File: config.mk
export PLATFORM = sky130hd
export DESIGN_NAME = fetch_unit
export DESIGN_NICKNAME = d
export VERILOG_FILES = /design/src/rtl/fetch_unit.sv
export SDC_FILE = /design/constraint.sdc
export NUM_CORES = 1
export LEC_CHECK = 0
export BUFFER_PORTS_ARGS = -buffer_cell sky130_fd_sc_hd__buf_2
export CAP_MARGIN = 20
export CORE_UTILIZATION = 54
export DETAILED_ROUTE_END_ITERATION = 7
export GPL_TIMING_DRIVEN = 0
export PLACE_DENSITY_LB_ADDON = 0.15
export SYNTH_ARGS = -nofsm -noshare
export SYNTH_HDL_FRONTEND = slang
export SYNTH_SLANG_ARGS = --single-unit
File: constraint.sdc
create_clock -name i_clk -period 7.05 [get_ports i_clk]
set_clock_uncertainty 0.1 [all_clocks]
set_input_delay 1.41 -clock i_clk [delete_from_list [all_inputs] [get_ports i_clk]]
set_output_delay 1.41 -clock i_clk [all_outputs]
set_load 0.02 [all_outputs]
File: src/rtl/fetch_unit.sv
// Instruction-fetch stage: owns the PC, issues in-order imem requests, queues responses for decode.
// Optional FETCH_BYPASS_EN: a response arriving at an empty queue drives decode combinationally.
module fetch_unit #(
    parameter logic [31:0] RESET_PC = 32'h0000_0000,
    parameter int          FQ_DEPTH = 2
) (
    input  logic        i_clk,
    input  logic        i_reset,
    output logic        o_imem_req,
    output logic [31:0] o_imem_addr,
    input  logic        i_imem_gnt,
    input  logic        i_imem_rvalid,
    input  logic [31:0] i_imem_rdata,
    input  logic        i_redirect,
    input  logic [31:0] i_redirect_pc,
    output logic        o_id_valid,
    input  logic        i_id_ready,
    output logic [31:0] o_id_instr,
    output logic [31:0] o_id_pc,
    output logic [31:0] o_id_pcplus4
);
    localparam int               PTR_W   = $clog2(FQ_DEPTH);
    localparam int               CNT_W   = PTR_W + 1;
    localparam logic [CNT_W-1:0] DEPTH_C = CNT_W'(FQ_DEPTH);
    localparam logic [CNT_W-1:0] ONE_C   = CNT_W'(1);
    localparam logic [PTR_W-1:0] PTR_ONE = PTR_W'(1);
    localparam logic [31:0]      NOP     = 32'h0000_0013;

    typedef enum logic {ST_RUN, ST_DRAIN} state_t;
    state_t r_state, w_state_next;

    logic             r_started;
    logic [31:0]      r_pc;
    logic [31:0]      r_if_pc   [FQ_DEPTH];
    logic [31:0]      r_q_instr [FQ_DEPTH];
    logic [31:0]      r_q_pc    [FQ_DEPTH];
    logic [PTR_W-1:0] r_if_wr, r_if_rd, r_q_wr, r_q_rd;
    logic [CNT_W-1:0] r_outstanding, r_drop_cnt, r_count;

    logic             w_rsp, w_rsp_run, w_grant, w_q_push, w_q_pop;
    logic [CNT_W-1:0] w_slots, w_drop_new;

    // Responses with nothing outstanding are protocol errors and are ignored.
    assign w_rsp      = i_imem_rvalid && (r_outstanding != '0);
    assign w_rsp_run  = w_rsp && (r_state == ST_RUN) && !i_redirect;
    assign w_q_pop    = (r_count != '0) && i_id_ready;
    assign w_drop_new = r_outstanding - CNT_W'(w_rsp);
    // A decode pop this cycle frees a slot, which sustains one fetch per cycle.
    assign w_slots    = r_count + r_outstanding - CNT_W'(w_q_pop);
    assign w_grant    = o_imem_req && i_imem_gnt;
    assign o_imem_addr = r_pc;

`ifdef FETCH_BYPASS_EN
    logic w_byp;
    assign w_byp      = w_rsp_run && (r_count == '0);
    assign w_q_push   = w_rsp_run && !(w_byp && i_id_ready);
    assign o_id_valid = (r_count != '0) || w_byp;
    assign o_id_instr = w_byp ? i_imem_rdata : r_q_instr[r_q_rd];
    assign o_id_pc    = w_byp ? r_if_pc[r_if_rd] : r_q_pc[r_q_rd];
`else
    assign w_q_push   = w_rsp_run;
    assign o_id_valid = (r_count != '0);
    assign o_id_instr = r_q_instr[r_q_rd];
    assign o_id_pc    = r_q_pc[r_q_rd];
`endif
    assign o_id_pcplus4 = o_id_pc + 32'd4;

    always_ff @(posedge i_clk) begin
        if (!i_reset) r_state <= ST_RUN;
        else          r_state <= w_state_next;
    end

    always_comb begin
        w_state_next = r_state;
        o_imem_req   = r_started && (r_state == ST_RUN) && !i_redirect && (w_slots < DEPTH_C);
        if (i_redirect)
            w_state_next = (w_drop_new != '0) ? ST_DRAIN : ST_RUN;
        else if ((r_state == ST_DRAIN) && w_rsp && (r_drop_cnt == ONE_C))
            w_state_next = ST_RUN;
    end

    always_ff @(posedge i_clk) begin
        if (!i_reset) begin
            r_started     <= 1'b0;
            r_pc          <= RESET_PC;
            r_if_wr       <= '0;
            r_if_rd       <= '0;
            r_q_wr        <= '0;
            r_q_rd        <= '0;
            r_count       <= '0;
            r_outstanding <= '0;
            r_drop_cnt    <= '0;
        end else begin
            r_started <= 1'b1;
            if (i_redirect) begin
                r_pc          <= i_redirect_pc & ~32'h3;
                r_if_wr       <= '0;
                r_if_rd       <= '0;
                r_q_wr        <= '0;
                r_q_rd        <= '0;
                r_count       <= '0;
                r_outstanding <= w_drop_new;
                r_drop_cnt    <= w_drop_new;
            end else if (r_state == ST_DRAIN) begin
                if (w_rsp) begin
                    r_outstanding <= r_outstanding - ONE_C;
                    r_drop_cnt    <= r_drop_cnt - ONE_C;
                end
            end else begin
                if (w_grant) begin
                    r_pc    <= r_pc + 32'd4;
                    r_if_wr <= r_if_wr + PTR_ONE;
                end
                if (w_rsp)    r_if_rd <= r_if_rd + PTR_ONE;
                if (w_q_push) r_q_wr  <= r_q_wr + PTR_ONE;
                if (w_q_pop)  r_q_rd  <= r_q_rd + PTR_ONE;
                r_outstanding <= r_outstanding + CNT_W'(w_grant) - CNT_W'(w_rsp);
                r_count       <= r_count + CNT_W'(w_q_push) - CNT_W'(w_q_pop);
            end
        end
    end

    // Storage is reset so the idle head reads as a NOP at RESET_PC.
    always_ff @(posedge i_clk) begin
        if (!i_reset) begin
            for (int i = 0; i < FQ_DEPTH; i++) begin
                r_if_pc[i]   <= RESET_PC;
                r_q_instr[i] <= NOP;
                r_q_pc[i]    <= RESET_PC;
            end
        end else begin
            if (w_grant) r_if_pc[r_if_wr] <= r_pc;
            if (w_q_push) begin
                r_q_instr[r_q_wr] <= i_imem_rdata;
                r_q_pc[r_q_wr]    <= r_if_pc[r_if_rd];
            end
        end
    end
endmodule

==> key figures <==
Yosys
  • Post-synth top flop: edfxtp_1
  • Yosys top cell area share: 0.501
  • Post-Syn Area per Cell: roughly 12 um^2
  • Synth Warn #: 0
  • Number of flops mapped to enable cells by yosys: 184
  • Synth area leader: edfxtp_1
  • Count of cell types in the netlist: between 50 and 60
  • Post-synthesis sequential area ratio: 0.580
  • Post-Syn Instances: 953
  • Post-Syn Area: around 11000 um^2
  • Most area-consuming cells after synthesis: edfxtp_1 (50%), dfxtp_1 (8.0%), and2_1 (6.0%)
  • Register bit count reported by yosys: roughly 230
  • FFs w/ async S/R, synth: 0

Worst setup path
  • Critical-path maximum fanout: 10
  • Critical setup path kind: flop to output pin
  • Crit-path most repeated cell: buf_2
  • Worst EP required: ~5500 ps
  • Worst Path Arrival: approximately 4700 ps
  • Crit-path leading delay family: buffers and inverters
  • Worst path max stage delay: approximately 640 ps
  • Crit path max-delay cell type: clkbuf_1
  • WP buf/inv: 7
  • Worst Setup End Kind: output pin
  • Critical Path, Cell by Cell: buf_4 > buf_6 > buf_2 > buf_1 > clkbuf_1 > mux2_2 > ha_1 > inv_1 > a211oi_1 > nand2_1 > nor4_1 > xnor2_1 > buf_2
  • CP Launch Type: flop
  • R2R Path Start: r_outstanding[0]$_SDFFE_PN0P_

Detailed routing
  • Final wirelength: around 25000 um
  • Starting DRT DRC Count: between 500 and 600
  • First drt pass iteration count: 7
  • Vias/cell: between 5 and 6
  • DR vias: 8032
  • Post-DRT Antenna Nets: 0
  • # DRC: 0
  • WL/cell: 17.3 um

Layout
  • Final instance area: around 13000 um^2
  • Commonest non-fill, non-tap cell in the layout: buf_2
  • Layout cells sized above 1: 0.252
  • Non-Filler Instances: between 1000 and 1500
  • Register area: about 6400 um^2
  • Fill cell count: around 1500
  • Commonest non-fill, non-tap cells in the layout: buf_2 (194), edfxtp_1 (184), and2_1 (106)
  • Nets: between 1000 and 1500
  • Final core utilization: 0.673
  • Area Growth Syn to Fin: 20.2%
  • Multi-input logic area: ~4300 um^2
  • ANT cells: 0

GRT
  • GR Util met3: 0.0302
  • Grt ovf: 0
  • Met1 usage: 0.341
  • Largest net degree at the start of global routing: 63
  • M2 GR Usage: 0.383
  • Vias in the first global route: approximately 7500
  • Initial antenna violation count: 0
  • Total GRT Usage: 0.238
  • Busiest layer in global routing: met2
  • First-pass GRT wire length: approximately 40000 um

Place
  • Dpl cell area: 12400 um^2
  • RePlAce Congestion: around 0.89
  • Dpl cells: between 1000 and 1500
  • Post-DP HPWL: roughly 18000 um
  • IO buf count: 190

STA
  • Fin. max-slew vios: 0
  • Final setup viols: 0
  • Fmax: between 0.15 and 0.2 GHz
  • Worst slew pin tran: roughly 1100 ps
  • Final hold violation count: 0
  • Final min period: 6240 ps
  • Setup TNS: 0 ps
  • Rel. slew slack: 0.293
  • Final period util: 0.885
  • RSZ-0062 raised after global routing: false

Clock network
  • Sink Count: ~230
  • Cts-stage hold buffer count: 0
  • CTS tree: done
  • CTS H-tree lvls: 1
  • Clk Latency, worst-skew pair: 510 ps
  • CTS Buffer Depth: 3
  • Postcts setup bufs: 0
  • Number of buffers created by CTS: 24
  • Clock transition at the registers of the reported paths: about 60 ps
  • Clock Tree Root: clkbuf_16
  • # resized after CTS: 0

Power and ir drop
  • P_leak: between 4 and 5 nW
  • PD cells: about 250 nW/um^2
  • VDD IR max: approximately 170 uV

Status
  • Status: completed

Die
  • Initial core utilization: 0.560
  • DIE AREA: approximately 21000 um^2
  • I/O pins: 200
  • Die Y: 145 um
  • Die width: between 100 and 150 um
  • Core area: 19700 um^2
  • Rows: 51

Worst hold path
  • Hold crit path type: flop to flop
  • Worst hold start: r_q_rd$_SDFFE_PP0P_

Job
  • Max Cap Viol: 0
[worst min-delay path, stage by stage (launching register included)]
cell     delay [ps]
dfxtp_1         310
o21ai_0          90
a21oi_1          70
[Yosys cell counts (5+ instances only)]
cell / number
edfxtp_1: 184
and2_1: 106
nor2_1: 85
mux2i_1: 48
clkbuf_1: 46
mux2_2: 46
dfxtp_1: 44
nand2_1: 44
inv_1: 34
nor3_1: 29
xnor2_1: 29
nand3_1: 24
a31oi_1: 22
o21ai_0: 20
a21oi_1: 16
nand4_1: 12
nor4_1: 12
or4_1: 12
xor2_1: 12
nand3b_1: 11
a211oi_1: 10
or3_1: 9
ha_1: 8
buf_4: 7
nand2b_1: 7
buf_1: 5
nor2b_1: 5
o31ai_1: 5
[stage by stage]
step | hold WS [ps] | total power (W) | worst slack (ps)
after floorplan | 380 | 0.00187 | 1710
after global placement | 396 | 0.00200 | 371
after detailed placement | 413 | 0.00201 | 1250
after CTS | 428 | 0.00333 | 689
after global routing | 443 | 0.00343 | 501
final | 428 | 0.00332 | 810
[worst paths after layout]
check                                   to  slack (ps)  cells after the start
max reg2reg  r_outstanding[1]$_SDFFE_PN0P_        3230                     14
max                       o_id_pcplus4[22]         810                     13
min                    r_q_rd$_SDFFE_PP0P_         430                      2
min reg2reg            r_q_rd$_SDFFE_PP0P_         430                      2
[state kept, by name, indices dropped and copies added (netlist names), named ones only]
name / cells
r_q_instr: 64
r_count: 2
r_q_rd: 1
r_if_wr: 1
r_started: 1
r_state: 1
r_q_wr: 1
o_imem_addr: 30
r_outstanding: 2
r_if_rd: 1
r_q_pc: 60
r_drop_cnt: 2
r_if_pc: 60
[layer usage]
| metal | up-vias | part of all wire |
|---|---|---|
| li1 | 3889 | - |
| met1 | 3765 | 0.45 |
| met2 | 332 | 0.46 |
| met3 | 46 | 0.065 |
| met4 | 0 | 0.021 |
| met5 | - | 0 |
[where the power goes]
part | internal, W | switching (W) | leakage, nW
combinational | 0.000148 | 0.000269 | 2.34
clock | 0.000841 | 0.000497 | 0.412
sequential | 0.00153 | 0.0000403 | 2.24
[layout make-up]
cell class,count,share of cell area
sequential,228,0.483
multi-input combinational,631,0.322
clock buffer,32,0.0499
inverter,35,0.00990
timing repair buffer,192,0.0753
buffer,64,0.0216
clock inverter,11,0.0137
tap,265,0.0250
[logic make-up after synthesis]
logic type                 after synthesis  share of synthesized area
AOI/OAI and AO/OA                      106                     0.0655
other                                    1                   0.000340
xor gates and xnor gates                41                     0.0325
buffers and inverters                   99                     0.0379
adders and majority gates                8                    0.00907
and+or+nand+nor                        375                      0.182
muxes                                   95                     0.0918
DFF                                    228                      0.580
(Power assumes the default switching activity.)
